`config.mk`:
```
export PLATFORM = sky130hd
export DESIGN_NAME = lc3_control
export DESIGN_NICKNAME = d
export VERILOG_FILES = /design/src/rtl/lc3_pkg.sv /design/src/rtl/mem_wait_counter.sv /design/src/rtl/lc3_control.sv
export SDC_FILE = /design/constraint.sdc
export NUM_CORES = 1
export LEC_CHECK = 0
export CORE_AREA = 2 2 66 55
export DETAILED_ROUTE_END_ITERATION = 16
export DIE_AREA = 0 0 68 57
export GPL_ROUTABILITY_DRIVEN = 0
export PLACE_DENSITY = 0.8
export SLEW_MARGIN = 20
export SYNTH_ARGS = -nofsm -noshare
export SYNTH_HDL_FRONTEND = slang
export SYNTH_SLANG_ARGS = --single-unit
```
`constraint.sdc`:
```
create_clock -name Clk -period 1.9 [get_ports Clk]
set_input_delay 0.475 -clock Clk [delete_from_list [all_inputs] [get_ports Clk]]
set_output_delay 0.475 -clock Clk [all_outputs]
set_load 0.1 [all_outputs]
```
`src/rtl/lc3_pkg.sv`:
```
// Shared LC-3 control definitions: FSM states, opcodes and mux encodings.
// datapath imports this same package so both sides agree on select codes.
package lc3_pkg;

    typedef enum logic [4:0] {
        S_HALTED,
        S_FETCH1,
        S_FETCH2,
        S_FETCH3,
        S_DECODE,
        S_ADD,
        S_AND,
        S_NOT,
        S_BR_CHK,
        S_BR_TAKE,
        S_JMP,
        S_JSR1,
        S_JSR2,
        S_LDR1,
        S_LDR2,
        S_LDR3,
        S_STR1,
        S_STR2,
        S_STR3,
        S_PAUSE1,
        S_PAUSE2
    } state_t;

    localparam logic [3:0] OP_BR    = 4'b0000;
    localparam logic [3:0] OP_ADD   = 4'b0001;
    localparam logic [3:0] OP_JSR   = 4'b0100;
    localparam logic [3:0] OP_AND   = 4'b0101;
    localparam logic [3:0] OP_LDR   = 4'b0110;
    localparam logic [3:0] OP_STR   = 4'b0111;
    localparam logic [3:0] OP_NOT   = 4'b1001;
    localparam logic [3:0] OP_JMP   = 4'b1100;
    localparam logic [3:0] OP_PAUSE = 4'b1101;

    localparam logic [1:0] PCMUX_PC1   = 2'b00;
    localparam logic [1:0] PCMUX_BUS   = 2'b01;
    localparam logic [1:0] PCMUX_ADDER = 2'b10;

    localparam logic [1:0] ADDR2_ZERO  = 2'b00;
    localparam logic [1:0] ADDR2_OFF6  = 2'b01;
    localparam logic [1:0] ADDR2_OFF9  = 2'b10;
    localparam logic [1:0] ADDR2_OFF11 = 2'b11;

    localparam logic [1:0] ALUK_ADD   = 2'b00;
    localparam logic [1:0] ALUK_AND   = 2'b01;
    localparam logic [1:0] ALUK_NOT   = 2'b10;
    localparam logic [1:0] ALUK_PASSA = 2'b11;

    // States that hold an SRAM strobe low for the wait count.
    function automatic logic is_mem_state(input state_t s);
        return (s == S_FETCH2) || (s == S_LDR2) || (s == S_STR3);
    endfunction

endpackage

```
`src/rtl/mem_wait_counter.sv`:
```
// Down-counter that times how long an SRAM strobe is held.
// done is high when the count reads 0, i.e. on the last strobe cycle.
module mem_wait_counter #(
    parameter int MEM_WAIT = 2
) (
    input  logic i_clk,
    input  logic i_reset,
    input  logic i_load,
    input  logic i_dec,
    output logic o_done
);

    localparam logic [3:0] LOAD_VAL = 4'(MEM_WAIT - 1);

    logic [3:0] r_count;

    // Load on entry to a memory state, then count down to the terminal count.
    always_ff @(posedge i_clk) begin
        if (i_reset) begin
            r_count <= 4'd0;
        end else if (i_load) begin
            r_count <= LOAD_VAL;
        end else if (i_dec && (r_count != 4'd0)) begin
            r_count <= r_count - 4'd1;
        end
    end

    assign o_done = (r_count == 4'd0);

endmodule

```
`src/rtl/lc3_control.sv`:
```
// LC-3 instruction-sequencing control unit (Moore FSM driving datapath).
//
// state     | meaning
// HALTED    | idle until Run
// FETCH1    | MAR <- PC, PC <- PC+1
// FETCH2    | SRAM read (Mem_OE low), MDR loaded on last wait cycle
// FETCH3    | IR <- MDR
// DECODE    | latch BEN, dispatch on opcode
// ADD/AND/NOT | ALU op into DR, set CC
// BR_CHK    | test BEN
// BR_TAKE   | PC <- PC + off9
// JMP       | PC <- BaseR
// JSR1/JSR2 | R7 <- PC, then PC <- PC + off11 or BaseR
// LDR1..3   | MAR <- BaseR + off6, SRAM read, DR <- MDR
// STR1..3   | MAR <- BaseR + off6, MDR <- SR, SRAM write (Mem_WE low)
// PAUSE1/2  | show LED, wait for Continue press then release
module lc3_control
    import lc3_pkg::*;
#(
    parameter int MEM_WAIT = 2
) (
    input  logic        Clk,
    input  logic        Reset,
    input  logic        Run,
    input  logic        Continue,
    input  logic [15:0] IR,
    input  logic        BEN,
    output logic        LD_MAR,
    output logic        LD_MDR,
    output logic        LD_IR,
    output logic        LD_BEN,
    output logic        LD_CC,
    output logic        LD_REG,
    output logic        LD_PC,
    output logic        LD_LED,
    output logic        GatePC,
    output logic        GateMDR,
    output logic        GateALU,
    output logic        GateMARMUX,
    output logic [1:0]  PCMUX,
    output logic [1:0]  ADDR2MUX,
    output logic [1:0]  ALUK,
    output logic        DRMUX,
    output logic        SR1MUX,
    output logic        SR2MUX,
    output logic        ADDR1MUX,
    output logic        MARMUX,
    output logic        MIO_EN,
    output logic        Mem_OE,
    output logic        Mem_WE
);

    state_t r_state;
    state_t w_next;
    logic   w_wait_done;
    logic   w_wait_load;
    logic   w_unused_ir;

    // Only opcode, IR[11] and IR[5] steer control; the rest belongs to datapath.
    assign w_unused_ir = ^{IR[10:6], IR[4:0]};

    // State register.
    always_ff @(posedge Clk) begin
        if (Reset) begin
            r_state <= S_HALTED;
        end else begin
            r_state <= w_next;
        end
    end

    // Counter restarts only when stepping into a memory state from elsewhere.
    assign w_wait_load = is_mem_state(w_next) && (w_next != r_state);

    mem_wait_counter #(
        .MEM_WAIT (MEM_WAIT)
    ) u_wait (
        .i_clk   (Clk),
        .i_reset (Reset),
        .i_load  (w_wait_load),
        .i_dec   (is_mem_state(r_state)),
        .o_done  (w_wait_done)
    );

    // Next state and outputs; Reset forces the idle defaults in the same cycle
    // so a strobe or LD_MDR never survives into a reset cycle.
    always_comb begin
        w_next     = r_state;
        LD_MAR     = 1'b0;
        LD_MDR     = 1'b0;
        LD_IR      = 1'b0;
        LD_BEN     = 1'b0;
        LD_CC      = 1'b0;
        LD_REG     = 1'b0;
        LD_PC      = 1'b0;
        LD_LED     = 1'b0;
        GatePC     = 1'b0;
        GateMDR    = 1'b0;
        GateALU    = 1'b0;
        GateMARMUX = 1'b0;
        PCMUX      = PCMUX_PC1;
        ADDR2MUX   = ADDR2_ZERO;
        ALUK       = ALUK_ADD;
        DRMUX      = 1'b0;
        SR1MUX     = 1'b0;
        SR2MUX     = 1'b0;
        ADDR1MUX   = 1'b0;
        MARMUX     = 1'b0;
        MIO_EN     = 1'b0;
        Mem_OE     = 1'b1;
        Mem_WE     = 1'b1;

        if (!Reset) begin
            case (r_state)
                S_HALTED: begin
                    if (Run) w_next = S_FETCH1;
                end
                S_FETCH1: begin
                    GatePC = 1'b1;
                    LD_MAR = 1'b1;
                    PCMUX  = PCMUX_PC1;
                    LD_PC  = 1'b1;
                    w_next = S_FETCH2;
                end
                S_FETCH2: begin
                    Mem_OE = 1'b0;
                    if (w_wait_done) begin
                        MIO_EN = 1'b1;
                        LD_MDR = 1'b1;
                        w_next = S_FETCH3;
                    end
                end
                S_FETCH3: begin
                    GateMDR = 1'b1;
                    LD_IR   = 1'b1;
                    w_next  = S_DECODE;
                end
                S_DECODE: begin
                    LD_BEN = 1'b1;
                    case (IR[15:12])
                        OP_ADD:   w_next = S_ADD;
                        OP_AND:   w_next = S_AND;
                        OP_NOT:   w_next = S_NOT;
                        OP_BR:    w_next = S_BR_CHK;
                        OP_JMP:   w_next = S_JMP;
                        OP_JSR:   w_next = S_JSR1;
                        OP_LDR:   w_next = S_LDR1;
                        OP_STR:   w_next = S_STR1;
                        OP_PAUSE: w_next = S_PAUSE1;
                        default:  w_next = S_FETCH1;
                    endcase
                end
                S_ADD, S_AND, S_NOT: begin
                    SR1MUX  = 1'b1;
                    SR2MUX  = IR[5];
                    ALUK    = (r_state == S_ADD) ? ALUK_ADD :
                              (r_state == S_AND) ? ALUK_AND : ALUK_NOT;
                    GateALU = 1'b1;
                    LD_REG  = 1'b1;
                    LD_CC   = 1'b1;
                    w_next  = S_FETCH1;
                end
                S_BR_CHK: begin
                    w_next = BEN ? S_BR_TAKE : S_FETCH1;
                end
                S_BR_TAKE: begin
                    ADDR2MUX = ADDR2_OFF9;
                    PCMUX    = PCMUX_ADDER;
                    LD_PC    = 1'b1;
                    w_next   = S_FETCH1;
                end
                S_JMP: begin
                    ADDR1MUX = 1'b1;
                    PCMUX    = PCMUX_ADDER;
                    LD_PC    = 1'b1;
                    w_next   = S_FETCH1;
                end
                S_JSR1: begin
                    GatePC = 1'b1;
                    DRMUX  = 1'b1;
                    LD_REG = 1'b1;
                    w_next = S_JSR2;
                end
                S_JSR2: begin
                    PCMUX = PCMUX_ADDER;
                    LD_PC = 1'b1;
                    if (IR[11]) begin
                        ADDR2MUX = ADDR2_OFF11;
                    end else begin
                        ADDR1MUX = 1'b1;
                    end
                    w_next = S_FETCH1;
                end
                S_LDR1, S_STR1: begin
                    ADDR1MUX   = 1'b1;
                    ADDR2MUX   = ADDR2_OFF6;
                    GateMARMUX = 1'b1;
                    LD_MAR     = 1'b1;
                    w_next     = (r_state == S_LDR1) ? S_LDR2 : S_STR2;
                end
                S_LDR2: begin
                    Mem_OE = 1'b0;
                    if (w_wait_done) begin
                        MIO_EN = 1'b1;
                        LD_MDR = 1'b1;
                        w_next = S_LDR3;
                    end
                end
                S_LDR3: begin
                    GateMDR = 1'b1;
                    LD_REG  = 1'b1;
                    LD_CC   = 1'b1;
                    w_next  = S_FETCH1;
                end
                S_STR2: begin
                    ALUK    = ALUK_PASSA;
                    GateALU = 1'b1;
                    LD_MDR  = 1'b1;
                    w_next  = S_STR3;
                end
                S_STR3: begin
                    Mem_WE = 1'b0;
                    if (w_wait_done) w_next = S_FETCH1;
                end
                S_PAUSE1: begin
                    LD_LED = 1'b1;
                    if (Continue) w_next = S_PAUSE2;
                end
                S_PAUSE2: begin
                    if (!Continue) w_next = S_FETCH1;
                end
                default: w_next = S_HALTED;
            endcase
        end
    end

endmodule

```
==> results of run 1 <==
-- metrics by stage --
stage,instances,setup TNS [ns]
after floorplan,182,-5.84
after global placement,302,-10.36
after detailed placement,302,-10.58
-- cell families after synthesis --
family                   Yosys count
AND/OR/NAND/NOR                   87
AO/OA/AOI/OAI                     49
buffers and inverters             23
flip-flops                         9
XOR/XNOR                           5
adder cells (fa/ha/maj)            4
multiplexers                       3
other                              1
==> flow_summary.yaml, run 1 <==
synthesis:
  synth.area.mux_share: 0.0261
  ys_ff_latch: 9
  synth_area_leaders: "dfxtp_1, nor2_1, nand2b_1, nand2_1, nor2b_1"
  yosys_warnings: 0
  synth.cell_area_um2: 1250
  yosysUniqueCellTypes: 53
  synth_top_family_by_area: "simple AND/OR/NAND/NOR gates"
  synth.top_cell.area_share: 0.144
  synth_most_common_cell: "nor2_1"
  synthSimpleGateAreaFrac: 0.381
  syn_inst: 181
  synth_edf_count: 0
  synth_compound_area_frac: 0.276
  synth_area_per_cell_um2: 6.90
  synth_xor_area_frac: 0.0351
  synth.largest_area_cell: "dfxtp_1"
  synth_common_cells: "nor2_1, nand2_1, a21oi_1, nand2b_1, o21ai_0"
  synth-seq-area-share: 0.144
  synth_ff_type: "dfxtp_1"
  synth_fa_ha_area_frac: 0.0401
  synthArstFlopShare: 0
place:
  dpl.hpwl_um: 4000
  place_ws_ns: -0.552
  placed_cell_area_um2: 2530
  portBuffers: 34
floorplanning:
  start_util: 0.381
  rows: 19
  fp.dieW_um: 68
  die_y_um: 57
  ioPinCount: 47
cts:
  cts_buffer_depth: 2
  cts_setup_buffers: 38
  cts_buffers: 3
  cts_root_buf: "clkbuf_8"
  clock-sinks: 9
  ctsResizeCount: 98
  h-tree-depth: 1
  hold_buffers: 0
status:
  error: "[ERROR DPL-0033] detailed placement checks failed during check placement."
  status: "aborted with a tool error"
  haltStage: "clock tree synthesis (4_1_cts)"
==> run 2: changes to the inputs <==
- CORE_AREA: 2 2 66 55 -> 2 2 68 70
- DIE_AREA: 0 0 68 57 -> 0 0 70 72
- PLACE_DENSITY: 0.8 -> not set
- PLACE_DENSITY_LB_ADDON: not set -> 0.15
- clock period: 1.9 -> 2.5 ns (I/O delays scaled with it)
==> flow_summary.yaml, run 2 <==
synthesis:
  ys_ff_latch: 9
  synth.top_cell.area_share: 0.144
  synth_area_per_cell_um2: 6.90
  synth.largest_area_cell: "dfxtp_1"
  synth_common_cells: "nor2_1, nand2_1, a21oi_1, nand2b_1, o21ai_0"
  synth_most_common_cell: "nor2_1"
  yosys_warnings: 0
  syn_inst: 181
  synth-seq-area-share: 0.144
  yosysUniqueCellTypes: 53
  synth_edf_count: 0
  synthArstFlopShare: 0
  synth_ff_type: "dfxtp_1"
  synth_area_leaders: "dfxtp_1, nor2_1, nand2b_1, nand2_1, nor2b_1"
  synth.cell_area_um2: 1250
cells_and_area:
  fillers: 399
  largest_reg_flops: 5
  fin_nets: 260
  final_common_cell: "buf_4"
  top_regs: "r_state (5), u_wait.r_count (4)"
  final_cell_mix: "buf_4, buf_12, nand2_1"
  n_antenna_cell: 0
  drive_gt1_frac: 0.457
  syn_to_final_growth_pct: 84.6
  regMostFlops: "r_state"
  design_area_um2: 2300
detailed_routing:
  viasPerCell: 5.33
  drtAntennaViolNets: 0
  routed_wl_um: 4370
  drcViolationCount: 0
  first_iter_violations: 125
  drt_first_pass_iters: 4
  wl_per_cell_um: 15.3
  vias: 1525
cts:
  clock-sinks: 9
  cts_buffer_depth: 2
  tritoncts: "done"
  cts_buffers: 3
  cts_root_buf: "clkbuf_8"
  h-tree-depth: 1
  cts.reportedPaths.clkPinSlew_ns: 0.05
  clock_latency_ns: 0.23
  hold_buffers: 0
sta:
  slew_violations: 0
  finalCritPeriodShare: 0.967
  hold_viol: 0
  final-setup-viol-count: 0
  setup_ws_ns: 0.0834
  clock_skew_ns: 0.000182
  final.min_clock_period_ns: 2.42
  rsz0062_at_grt: "false"
  max_freq_mhz: 414
  fin_setup_tns_ns: 0
worst_setup_path:
  setup.worst_path.start_class: "primary input"
  endpoint_kind: "output pin"
  cp.arrival_ns: 1.79
  crit_fanout: 5
  path_cells: "dlygate4sd2_1, or2_4, nor3_4, and2_4, buf_12"
  critPathKind: "primary input to output pin"
  critPathMaxStageDelay_ns: 0.31
  crit_buf_inv: 2
  critical_path.top_delay_family: "simple AND/OR/NAND/NOR gates"
  cpMaxStageDelayCell: "dlygate4sd2_1"
  cp.required_ns: 1.88
place:
  portBuffers: 34
  place_ws_ns: -0.237
  dpl.hpwl_um: 3490
  placed_cell_area_um2: 2220
grt:
  grt_pass1_wl_um: 7400
  grt-ovfl-total: 0
  grt_max_degree: 29
  antenna_found_initial: 0
  first_global_vias: 1552
  grt_usage: 0.179
power_and_ir_drop:
  p_leak_nw: 0.927
  max-vdd-ir-drop_v: 0.000560
  p_per_area_nw_per_um2: 695
  power_mw: 1.60
floorplanning:
  fp.dieW_um: 70
  start_util: 0.293
  ioPinCount: 47
  die_area_um2: 5040
  rows: 24
  die_y_um: 72
  core-area_um2: 4260
run:
  cap_violations: 0
hold_path:
  worstHoldPathType: "register to register"
status:
  status: "completed"
[run 2: what timing repair did]
| item | in CTS | in global routing |
|---|---|---|
| pin swaps | 3 | 3 |
| setup endpoints to repair | 20 | 13 |
| cloned | 0 | 0 |
| gates resized for setup | 7 | 9 |
| buffers inserted | 0 | 1 |
| endpoints found under the hold margin | 0 | 0 |
[run 2: final timing paths]
check,start,endpoint,slack [ns],cells after the start
min reg2reg,u_wait.r_count[1],u_wait.r_count[1],0.62,2
max,Reset,SR2MUX,0.08,5
min,u_wait.r_count[1],u_wait.r_count[1],0.62,2
max reg2reg,u_wait.r_count[0],u_wait.r_count[0],0.31,8
[run 2: layout make-up]
class | instances | area (µm²) | area share
inverters | 7 | 26.3 | 0.0114
multi-input cells | 150 | 1170 | 0.507
well taps | 52 | 65.1 | 0.0282
repair buffers | 64 | 812 | 0.352
clock buffers | 4 | 45.0 | 0.0195
flip-flops and latches | 9 | 189 | 0.0820
[run 2: per-stage QoR]
| step | util | hold WS [ns] | instances |
|---|---|---|---|
| 2_1_floorplan | - | 0.573 | 182 |
| 3_3_place_gp | 0.521 | 0.592 | 281 |
| 3_5_place_dp | 0.521 | 0.626 | 281 |
| 4_1_cts | 0.536 | 0.636 | 285 |
| 5_1_grt | 0.540 | 0.667 | 286 |
| 6_report | 0.540 | 0.623 | 286 |
[run 2: worst register-to-register path, delay by kind of cell (launching register included)]
family	cells	cell delay [ns]
AND/OR/NAND/NOR	4	1.04
AO/OA/AOI/OAI	2	0.48
flip-flops	1	0.32
adder cells (fa/ha/maj)	1	0.14
buffers and inverters	1	0.09
[run 2: cell families after synthesis]
| logic type | after synthesis | synth area share |
|---|---|---|
| AND/OR/NAND/NOR | 87 | 0.381 |
| buffers and inverters | 23 | 0.0952 |
| adder cells (fa/ha/maj) | 4 | 0.0401 |
| multiplexers | 3 | 0.0261 |
| XOR/XNOR | 5 | 0.0351 |
| other | 1 | 0.00300 |
| AO/OA/AOI/OAI | 49 | 0.276 |
| flip-flops | 9 | 0.144 |
[run 2: routing by layer]
layer | part of all wire | track usage | wire, µm
met2 | 0.49 | 0.313 | 2150
met4 | 0.012 | 0.0513 | 51
met5 | 0 | 0 | 0
met3 | 0.040 | 0.0236 | 173
met1 | 0.46 | 0.233 | 1990
[run 2: power breakdown]
group | switching, mW | total [mW] | internal, mW
sequential | 0.0758 | 0.256 | 0.180
clock | 0.0597 | 0.171 | 0.111
combinational | 0.686 | 1.17 | 0.488
No activity file was read; power rests on OpenSTA's default activity.
